[src/rtl/sram_req_ctrl.sv]
// sram_req_ctrl: initiator-side controller for one single-port SRAM macro.
// It accepts word requests on a valid/ready channel and drives registered
// macro pins. Reads return data on a valid/ready response channel. Writes
// with a partial bit mask become an internal read-modify-write, because the
// macro ignores BW.
module sram_req_ctrl #(
    parameter int AS_W   = 2,
    parameter int AW_W   = 7,
    parameter int AC_W   = 2,
    parameter int DATA_W = 32
) (
    input  logic                        CLK,
    input  logic                        RST,
    input  logic                        req_valid,
    output logic                        req_ready,
    input  logic                        req_we,
    input  logic [AS_W+AW_W+AC_W-1:0]   req_addr,
    input  logic [DATA_W-1:0]           req_wdata,
    input  logic [DATA_W-1:0]           req_bmask,
    output logic                        rsp_valid,
    input  logic                        rsp_ready,
    output logic [DATA_W-1:0]           rsp_rdata,
    output logic                        mem_CEN,
    output logic                        mem_RDWEN,
    output logic [AS_W-1:0]             mem_AS,
    output logic [AW_W-1:0]             mem_AW,
    output logic [AC_W-1:0]             mem_AC,
    output logic [DATA_W-1:0]           mem_D,
    output logic [DATA_W-1:0]           mem_BW,
    input  logic [DATA_W-1:0]           mem_Q
);

    localparam int ADDR_W = AS_W + AW_W + AC_W;

    typedef enum logic [2:0] {
        IDLE, RD_SAMP, RD_CAP, RSP, RMW_SAMP, RMW_CAP, RMW_WR
    } state_t;

    state_t              state_q, state_d;
    logic                cen_q, cen_d;
    logic                rdwen_q, rdwen_d;
    logic [ADDR_W-1:0]   addr_q, addr_d;
    logic [DATA_W-1:0]   d_q, d_d;
    logic                rsp_valid_q, rsp_valid_d;
    logic [DATA_W-1:0]   rsp_rdata_q, rsp_rdata_d;
    logic [DATA_W-1:0]   wdata_q, wdata_d;
    logic [DATA_W-1:0]   mask_q, mask_d;
    logic                accept;

    // The request port is open only in IDLE. It is held closed while reset is asserted.
    assign req_ready = (state_q == IDLE) && !RST;
    assign accept    = req_valid && req_ready;

    // The macro pins come straight from the registered copies.
    assign mem_CEN   = cen_q;
    assign mem_RDWEN = rdwen_q;
    assign mem_AC    = addr_q[AC_W-1:0];
    assign mem_AW    = addr_q[AC_W +: AW_W];
    assign mem_AS    = addr_q[AC_W+AW_W +: AS_W];
    assign mem_D     = d_q;
    assign mem_BW    = '1;
    assign rsp_valid = rsp_valid_q;
    assign rsp_rdata = rsp_rdata_q;

    // Next-state and next-pin decode. CEN returns high unless this edge loads an access.
    always_comb begin
        // NOTE: every variable gets a default first, so no path can infer a latch.
        state_d     = state_q;
        cen_d       = 1'b1;
        rdwen_d     = rdwen_q;
        addr_d      = addr_q;
        d_d         = d_q;
        rsp_valid_d = rsp_valid_q;
        rsp_rdata_d = rsp_rdata_q;
        wdata_d     = wdata_q;
        mask_d      = mask_q;
        case (state_q)
            IDLE: begin
                if (accept) begin
                    if (!req_we) begin
                        cen_d   = 1'b0;
                        rdwen_d = 1'b1;
                        addr_d  = req_addr;
                        state_d = RD_SAMP;
                    end else if (&req_bmask) begin
                        // A full write needs no read first, so the port stays open.
                        cen_d   = 1'b0;
                        rdwen_d = 1'b0;
                        addr_d  = req_addr;
                        d_d     = req_wdata;
                    end else if (req_bmask != '0) begin
                        // A partial write first reads the old word, then merges it.
                        cen_d   = 1'b0;
                        rdwen_d = 1'b1;
                        addr_d  = req_addr;
                        wdata_d = req_wdata;
                        mask_d  = req_bmask;
                        state_d = RMW_SAMP;
                    end
                    // A write with an all-zero mask is accepted and discarded.
                end
            end
            RD_SAMP:  state_d = RD_CAP;
            RD_CAP: begin
                rsp_rdata_d = mem_Q;
                rsp_valid_d = 1'b1;
                state_d     = RSP;
            end
            RSP: begin
                if (rsp_ready) begin
                    rsp_valid_d = 1'b0;
                    state_d     = IDLE;
                end
            end
            RMW_SAMP: state_d = RMW_CAP;
            RMW_CAP: begin
                cen_d   = 1'b0;
                rdwen_d = 1'b0;
                d_d     = (mem_Q & ~mask_q) | (wdata_q & mask_q);
                state_d = RMW_WR;
            end
            RMW_WR:   state_d = IDLE;
            default:  state_d = IDLE;
        endcase
    end

    // State and pin registers, with synchronous reset.
    always_ff @(posedge CLK) begin
        // NOTE: sequential state uses non-blocking assignments only, so every flop samples pre-edge values.
        if (RST) begin
            state_q     <= IDLE;
            cen_q       <= 1'b1;
            rdwen_q     <= 1'b1;
            addr_q      <= '0;
            d_q         <= '0;
            rsp_valid_q <= 1'b0;
            rsp_rdata_q <= '0;
            wdata_q     <= '0;
            mask_q      <= '0;
        end else begin
            state_q     <= state_d;
            cen_q       <= cen_d;
            rdwen_q     <= rdwen_d;
            addr_q      <= addr_d;
            d_q         <= d_d;
            rsp_valid_q <= rsp_valid_d;
            rsp_rdata_q <= rsp_rdata_d;
            wdata_q     <= wdata_d;
            mask_q      <= mask_d;
        end
    end

endmodule

[config.mk]
export PLATFORM = sky130hd
export DESIGN_NAME = sram_req_ctrl
export DESIGN_NICKNAME = d
export VERILOG_FILES = /design/src/rtl/sram_req_ctrl.sv
export SDC_FILE = /design/constraint.sdc
export NUM_CORES = 1
export LEC_CHECK = 0
export ABC_AREA = 0
export CAP_MARGIN = 20
export CORE_UTILIZATION = 49
export CTS_CLUSTER_DIAMETER = 150
export DETAILED_ROUTE_END_ITERATION = 16
export PLACE_DENSITY = 0.85
export SYNTH_ARGS = -nofsm -noshare
export SYNTH_HDL_FRONTEND = slang
export SYNTH_SLANG_ARGS = --single-unit
[constraint.sdc]
create_clock -name CLK -period 3.8 [get_ports CLK]
set_clock_uncertainty 0.15 [all_clocks]
set_input_delay 0.76 -clock CLK [delete_from_list [all_inputs] [get_ports CLK]]
set_output_delay 0.76 -clock CLK [all_outputs]
set_load 0.02 [all_outputs]
==> metrics <==
post-synthesis cell count=726; GP Congestion=0.854; total power=4.59 mW; crit path from=req_bmask[26]; post-DR wirelength/cell=15.8 um; Die W=118 um; Worst Path Arrival=3.27 ns; DRC=0; Inserted Diodes=0; initial drt markers=351; first-pass GRT wire length=27.7 mm; slowest cell on the critical path=nor4_1; final hold violation count=0; crit start category=input port; H-tree depth=4; final setup fails=0; WHS=0.303 ns; unrepaired setup endpoints after global routing=false; Synth area leader=dfxtp_1; area of the multi-input gates=3310 sq um; CP Data Required Time=3.95 ns; ys flop type=dfxtp_1; Port-buffer cells=190; Worst-Skew Late Latency=0.41 ns; post-CTS setup buffer count=0; PwrDens=505 nW/um^2; f_max=0.320 GHz; Synth area leaders=dfxtp_1, mux2i_1, nor2b_1; TritonCTS Buffers=17; Worst slew margin=0.409; Synth Register Bits=145; Root Buffer=clkbuf_16; max_cap viols=0; setup TNS=0 ns; crit path cell chain=clkdlybuf4s50_1 -> nor4_1 -> nand4_1 -> or2_2 -> nand4_4 -> buf_12 -> mux2_2; fin. max-slew vios=0; Tmin final=3.12 ns; standby leakage power=3.40 nW; VDD IR max=0.335 mV; Worst Setup End Kind=flip-flop; clk sink count=145; Levels on crit path=7; GRT Total Usage=0.251; Routed Wire Length=16.9 mm; Sequential cell area=2900 sq um; Async S/R FF share, synth=0; DIE HEIGHT=118 um; count leader, synth=dfxtp_1; die area=13800 sq um; cell family with the largest share of critical-path delay=simple AND/OR/NAND/NOR gates; Bufs on Longest Clock Path=2; Routed Antenna Nets=0; Cell Area, Synth=6550 sq um; Top Ports=223; clock-pin transition on the worst setup and hold timing paths=0.06 ns; row cnt=41; Slowest Stage Delay on Critical Path=0.54 ns; DR pass1 iterations=4; library cells used by synthesis=35; initial antenna violation count=1; Area growth, synth to finish=38.8%; crit path buf inv count=2; fill cell count=988; TritonCTS clock tree=built; Slew @ Worst Pin=0.887 ns; top cells by count, synth=dfxtp_1, nand2_1, a21oi_1, nor2b_1, o21ai_0; share of the clock period used by the worst path=0.821; total grt overflow=0; RR Startpoint=state_q[2]; CTS Hold Bufs=0; Yosys warnings=0; Vias=5588; drt via density=5.20; worst setup path class=in2reg; average cell area after synthesis=9.03 sq um; share of cells above drive strength 1=0.0953; Net count, final=1002; number of flops mapped to enable cells by yosys=0; Post-CTS Resized=0; post-synthesis sequential area ratio=0.443; status=completed; R2R depth=5; largest net degree at the start of global routing=87; worst-path fanout max=64; Synth top area share=0.443; FF-to-FF End=mem_D[4]; Worst Setup EP=wdata_q[19]; Initial Utilization=0.511; CORE AREA=12800 sq um; vias in the first global route=5575; dpl hpwl=11.5 mm; R2R setup slack=1.25 ns; Hold Crit Class=reg2reg
power breakdown:
group / internal (mW) / total (mW) / switching [mW]
Clock: 1.23 / 1.85 / 0.620
Sequential: 1.66 / 1.75 / 0.0852
Combinational: 0.458 / 0.994 / 0.536
Total: 3.35 / 4.59 / 1.24
routing by layer:
metal	vias up	GRT usage	routed length, um
met1	2611	0.306	7440
met2	177	0.409	8070
li1	2765	-	-
met5	-	0	0
met3	35	0.0635	879
met4	0	0.131	558
placed cells by master (no fill, tap or decap), drive strengths merged, types with 2 or more instances in the layout:
master	instances
o21ai	64
bufinv	5
a21oi	66
clkinvlp	2
mux2i	44
o21a	2
nand4	11
inv	2
nand3b	2
nand2	99
nor2b	66
clkinv	3
buf	11
mux2	64
clkbuf	21
nor4	11
clkdlybuf4s50	189
or3	36
dfxtp	145
nor2	16
conb	32
a31oi	2
area by class of cell:
type                            instances  area share
Multi-Input combinational cell        524       0.364
Sequential cell                       145       0.319
Timing Repair Buffer                  200       0.220
Clock buffer                           21      0.0528
Tap cell                              172      0.0237
Clock inverter                         10      0.0198
Inverter                                2    0.000826
through the flow:
stage                util  cell area, sq um  worst slack, ns  std cells
finish              0.709              9090            0.679       1074
global route        0.709              9090            0.597       1074
CTS                 0.709              9090            0.757       1074
detailed placement  0.657              8430            0.320       1043
global placement    0.657              8430            0.344       1043
floorplan               -              6670             1.17        757
worst min-delay path, cell delays in order (launching register included):
cell and delay [ns]:
dfxtp_1 0.30, nand2_1 0.05, a21oi_1 0.05
logic make-up (layout without fill, tap and decap cells):
kind of cell / after synthesis / after routing / synth area share
and+or+nand+nor: 245 / 245 / 0.194
muxes: 108 / 108 / 0.177
AOI/OAI and AO/OA: 139 / 139 / 0.110
DFF: 145 / 145 / 0.443
buffers and inverters: 88 / 233 / 0.0754
other: 1 / 32 / 0.000572
worst min path at each step:
stage / slack [ns] / depth (start not counted) / end / start
after global routing: 0.32 / 2 / rsp_rdata[9] / rsp_rdata[9]
after CTS: 0.31 / 2 / rsp_rdata[3] / rsp_rdata[3]
after floorplan: 0.38 / 2 / rsp_valid / rsp_valid
after global placement: 0.29 / 2 / rsp_rdata[0] / rsp_rdata[0]
after detailed placement: 0.30 / 2 / rsp_rdata[3] / rsp_rdata[3]
final: 0.30 / 2 / rsp_rdata[10] / rsp_rdata[10]
flip-flops by register name, summed over array words and instances, names as in the netlist:
name / cells
mask_q: 32
mem_D: 32
rsp_rdata: 32
wdata_q: 32
addr_q: 11
state_q: 3
mem_CEN: 1
mem_RDWEN: 1
rsp_valid: 1
(Power assumes the default switching activity.)
